### config.mk
export PLATFORM = sky130hd
export DESIGN_NAME = fir_coeff_loader
export DESIGN_NICKNAME = d
export VERILOG_FILES = /design/src/rtl/fir_coeff_loader.sv
export SDC_FILE = /design/constraint.sdc
export NUM_CORES = 1
export LEC_CHECK = 0
export ABC_AREA = 1
export CORE_AREA = 3 3 94 96
export DETAILED_ROUTE_END_ITERATION = 16
export DIE_AREA = 0 0 97 99
export PLACE_DENSITY_LB_ADDON = 0.15
export REMOVE_ABC_BUFFERS = 1
export SKIP_CTS_REPAIR_TIMING = 1
export SLEW_MARGIN = 20
export SYNTH_ARGS = -nofsm -noshare
export SYNTH_HDL_FRONTEND = slang
export SYNTH_SLANG_ARGS = --single-unit
### constraint.sdc
create_clock -name clk -period 2.3 [get_ports clk]
set_input_delay 0.575 -clock clk [delete_from_list [all_inputs] [get_ports clk]]
set_output_delay 0.575 -clock clk [all_outputs]
set_load 0.01 [all_outputs]
### src/rtl/fir_coeff_loader.sv
// Coefficient sequencer in front of the adaptive FIR: forwards samples, collects a
// shadow buffer of taps from the config port and replays it with set_coeffs on commit.
module fir_coeff_loader #(
  parameter int NUM_TAPS = 3,
  parameter int DATA_W   = 8,
  parameter int DROP_W   = 8
) (
  input  logic              clk,
  input  logic              rst_n,
  input  logic [DATA_W-1:0] smp_data,
  input  logic              smp_valid,
  input  logic [DATA_W-1:0] cfg_wdata,
  input  logic              cfg_wvalid,
  output logic              cfg_wready,
  input  logic              cfg_commit,
  output logic              commit_err,
  output logic              busy,
  output logic [DATA_W-1:0] fir_x_n,
  output logic              fir_tvalid,
  output logic              fir_set_coeffs,
  output logic [DROP_W-1:0] drop_cnt
);

  localparam int PTR_W = $clog2(NUM_TAPS + 1);
  localparam int IDX_W = (NUM_TAPS > 1) ? $clog2(NUM_TAPS) : 1;

  localparam logic [1:0] ST_STREAM = 2'd0;
  localparam logic [1:0] ST_GAP    = 2'd1;
  localparam logic [1:0] ST_LOAD   = 2'd2;
  localparam logic [1:0] ST_RESUME = 2'd3;

  localparam logic [PTR_W-1:0]  PTR_FULL = PTR_W'(NUM_TAPS);
  localparam logic [IDX_W-1:0]  IDX_LAST = IDX_W'(NUM_TAPS - 1);
  localparam logic [DROP_W-1:0] DROP_MAX = {DROP_W{1'b1}};

  logic [1:0]        state_q, state_d;
  logic [PTR_W-1:0]  wptr_q, wptr_d;
  logic [IDX_W-1:0]  idx_q, idx_d;
  logic [DATA_W-1:0] shadow_q [NUM_TAPS];
  logic [DATA_W-1:0] shadow_d [NUM_TAPS];

  logic [DATA_W-1:0] x_n_q, x_n_d;
  logic              tvalid_q, tvalid_d;
  logic              set_q, set_d;
  logic              err_q, err_d;
  logic [DROP_W-1:0] drop_q, drop_d;
  logic              drop_inc_s;
  logic              wr_en_s;

  assign cfg_wready     = (state_q == ST_STREAM) && (wptr_q < PTR_FULL);
  assign busy           = (state_q != ST_STREAM);
  assign wr_en_s        = cfg_wvalid && cfg_wready;
  assign commit_err     = err_q;
  assign fir_x_n        = x_n_q;
  assign fir_tvalid     = tvalid_q;
  assign fir_set_coeffs = set_q;
  assign drop_cnt       = drop_q;

  // FIR-side outputs are computed from the pre-edge state, so they lag the state by a cycle
  always_comb begin
    state_d    = state_q;
    wptr_d     = wptr_q;
    idx_d      = idx_q;
    shadow_d   = shadow_q;
    x_n_d      = '0;
    tvalid_d   = 1'b0;
    set_d      = 1'b0;
    err_d      = 1'b0;
    drop_inc_s = 1'b0;
    case (state_q)
      ST_STREAM: begin
        if (cfg_commit && (wptr_q == PTR_FULL)) begin
          state_d    = ST_GAP;
          drop_inc_s = smp_valid;
        end else begin
          x_n_d    = smp_data;
          tvalid_d = smp_valid;
          err_d    = cfg_commit;
          if (wr_en_s) begin
            shadow_d[wptr_q[IDX_W-1:0]] = cfg_wdata;
            wptr_d = wptr_q + PTR_W'(1);
          end else begin
            wptr_d = wptr_q;
          end
        end
      end
      ST_GAP: begin
        state_d    = ST_LOAD;
        idx_d      = '0;
        drop_inc_s = smp_valid;
      end
      ST_LOAD: begin
        x_n_d      = shadow_q[idx_q];
        set_d      = 1'b1;
        drop_inc_s = smp_valid;
        if (idx_q == IDX_LAST) begin
          state_d = ST_RESUME;
          idx_d   = '0;
        end else begin
          idx_d = idx_q + IDX_W'(1);
        end
      end
      ST_RESUME: begin
        state_d    = ST_STREAM;
        wptr_d     = '0;
        drop_inc_s = smp_valid;
      end
      default: begin
        state_d = ST_STREAM;
      end
    endcase

    if (drop_inc_s && (drop_q != DROP_MAX)) begin
      drop_d = drop_q + DROP_W'(1);
    end else begin
      drop_d = drop_q;
    end
  end

  // State, shadow buffer and registered outputs
  always_ff @(posedge clk or negedge rst_n) begin
    if (!rst_n) begin
      state_q  <= ST_STREAM;
      wptr_q   <= '0;
      idx_q    <= '0;
      shadow_q <= '{default: '0};
      x_n_q    <= '0;
      tvalid_q <= 1'b0;
      set_q    <= 1'b0;
      err_q    <= 1'b0;
      drop_q   <= '0;
    end else begin
      state_q  <= state_d;
      wptr_q   <= wptr_d;
      idx_q    <= idx_d;
      shadow_q <= shadow_d;
      x_n_q    <= x_n_d;
      tvalid_q <= tvalid_d;
      set_q    <= set_d;
      err_q    <= err_d;
      drop_q   <= drop_d;
    end
  end

endmodule
==> reports/qor.csv, run 1 <==
stage;metric;value;unit
logic_synthesis;Yosys cell types;19;
layout;commonest non-fill, non-tap cells in the layout;nand2_1 (104), dfrtp_1 (49), clkdlybuf4s50_1 (39), inv_1 (27), o21ai_2 (24);
worst_setup_path;FF-to-FF End;shadow_q[21];
layout;design area;3050;um^2
outcome;status;finished, final reports clean;
sta;Min Hold Slack;357;ps
logic_synthesis;warnings from Yosys;0;
place;post-place instance area;2920;um^2
die;io pins;42;
clock_network;clock sinks;49;
die;Core Area;8130;um^2
clock_network;H-tree levels;2;
sta;Tmin final;2140;ps
pwr;VDD IR-drop max;384;uV
layout;NumNets Final;347;
worst_setup_path;crit end category;output pin;
die;Die Span Y;99;um
layout;synthesis-to-layout area growth;27.4;%
clock_network;clock buffer depth;2;
sta;Final Hold Fails;0;
logic_synthesis;register bit count reported by yosys;49;
logic_synthesis;Seq/Total Area, Yosys;51.2;%
grt;global-route wire length before repair;8830;um
grt;GR Layer Usage met3;2.83;%
sta;Slew headroom;56.5;%
route;vias;1818;
hold_path;min-delay worst type;primary input to async pin;
route;Detailed Route WL;5130;um
route;Final ANT Viol Nets;0;
sta;FMAX;0.468;GHz
layout;Filler cells;850;
grt;met2 Use GR;17.3;%
logic_synthesis;Avg Inst Size Synth;8.84;um^2
logic_synthesis;area fraction of the dominant cell type after synthesis;51.2;%
clock_network;clock slew at reported path FFs;90;ps
route;drt pass-1 iters;4;
clock_network;root buffer cell;clkbuf_8;
logic_synthesis;Mapped Cells;271;
grt;GRT Total Usage;11.3;%
clock_network;insertion delay to the later sink of the worst-skew pair;300;ps
layout;final antenna diode count;0;
pwr;Pwr Total;0.00364;W
logic_synthesis;dominant cell type by area after synthesis;dfrtp_1;
place;DP HPWL;3510;um
place;input/output buffers;41;
worst_setup_path;Worst Path Required;1730;ps
grt;initial antenna violation count;0;
die;Initial Utilization;29.5;%
die;area of the die;9600;um^2
sta;unrepaired setup endpoints after global routing;false;
logic_synthesis;Synth area leaders;dfrtp_1 (51%), nand2_1 (16%), o21ai_2 (8.8%);
job;max-capacitance violation count;0;
sta;slew of the pin with the lowest slew margin;652;ps
clock_network;CTS tree;yes;
worst_setup_path;Critical Path AT;1560;ps
worst_setup_path;Critical R2R Launch;wptr_q[0];
route;vias per cell;4.29;
worst_setup_path;critical path class;register to output pin;
route;# DRC;0;
grt;GR met1 Demand/Resource;16.0;%
worst_setup_path;FF-to-FF path depth;7;
route;wire length per cell;12.1;um
die;row count;33;
pwr;power per cell area;1190;nW/um^2
place;Final Wtd Congestion;0.742;
layout;Multi-input gate area;1040;um^2
layout;most common cell after layout, fill and taps aside;nand2_1;
worst_setup_path;Worst Path Max Fanout;4;
grt;GRT overflow;0;
layout;proportion of layout cells with a drive suffix above 1;16.3;%
logic_synthesis;Synth Cell Area;2400;um^2
route;1st-iter DRT viols;90;
sta;skew final;3.89;ps
grt;vias in the first global route;1778;
die;Die Width;97;um
pwr;LEAKAGE;1.51;nW
sta;Slew Limit Fails;0;
worst_setup_path;flop2flop setup slack;880;ps
worst_setup_path;Startpoint Class;register;
clock_network;CTS buffer count;5;
sta;Final Cycle Share;92.9;%
grt;largest net degree at the start of global routing;50;
layout;FF/Latch Area;1230;um^2
sta;Final setup viols;0;
grt;grt peak-use layer;met2;
[cell families after synthesis]
kind of cell,Yosys count,share of synthesized area (%)
compound gates,35,11.1
xor+xnor,3,1.10
fa+ha+maj,8,4.18
buf+inv,33,6.11
flops,49,51.2
simple gates,143,26.4
[flip-flops by register name, summed over array words and instances (netlist names)]
register and count:
commit_err 1, drop_cnt 8, fir_set_coeffs 1, fir_tvalid 1
fir_x_n 8, idx_q 2, shadow_q 24, state_q 2
wptr_q 2
[Yosys cell counts]
library cell,instances
a21oi_1,2
buf_6,3
clkbuf_1,1
clkinv_1,1
dfrtp_1,49
ha_1,8
inv_1,27
inv_2,1
nand2_1,104
nand2_2,6
nand2_4,5
nand3_1,15
nand4_1,1
nor2_1,9
nor2_2,2
nor2_8,1
o21ai_0,9
o21ai_2,24
xnor2_1,3
[stage by stage]
| stage | instances | TNS (ps) | worst slack [ps] | utilization [%] |
|---|---|---|---|---|
| final | 424 | 0 | 164 | 37.5 |
| after detailed placement | 416 | 0 | 306 | 35.9 |
| after global routing | 424 | 0 | 57.3 | 37.5 |
| after global placement | 416 | 0 | 341 | 35.9 |
| after CTS | 424 | -37.5 | -37.5 | 37.3 |
| after floorplan | 267 | 0 | 853 | - |
[worst max path at each step]
stage,endpoint,cells after the start,startpoint
4_1_cts,cfg_wready,5,state_q[0]
3_3_place_gp,cfg_wready,5,state_q[0]
6_report,busy,4,state_q[1]
5_1_grt,busy,4,state_q[1]
2_1_floorplan,cfg_wready,4,state_q[0]
3_5_place_dp,cfg_wready,5,state_q[0]
[worst max-delay path: stages (launching register included)]
cell             delay [ps]
dfrtp_1                 380
inv_1                    90
ha_4                    180
inv_1                    70
clkdlybuf4s50_1         530
[layer usage]
layer | wire length (um) | vias up
met3 | 234 | 4
met1 | 2590 | 831
met2 | 2280 | 47
met4 | 29 | 0
met5 | 0 | -
li1 | - | 936
[cell type report]
| type | instances | area share (%) |
|---|---|---|
| sequential | 49 | 40.2 |
| multi-input combinational | 189 | 33.9 |
| timing repair buffer | 44 | 14.1 |
| tap | 105 | 4.30 |
| inverter | 29 | 3.57 |
| clock buffer | 6 | 2.70 |
| clock inverter | 2 | 1.23 |
[report_power, final]
group          total [W]  internal (W)  leakage (nW)  switching [W]
combinational    0.00157      0.000703         0.825       0.000862
sequential       0.00142       0.00121         0.630       0.000212
clock           0.000654      0.000354        0.0574       0.000300
Note: power is estimated with default switching activity, not from simulation.
==> run 2, diff against run 1 <==
Settings changed: ABC_CLOCK_PERIOD_IN_PS set to 2300, GPL_ROUTABILITY_DRIVEN set to 0.
==> results of run 2 <==
Same layout as run 1: the final DEF is identical, and so are final timing and power.
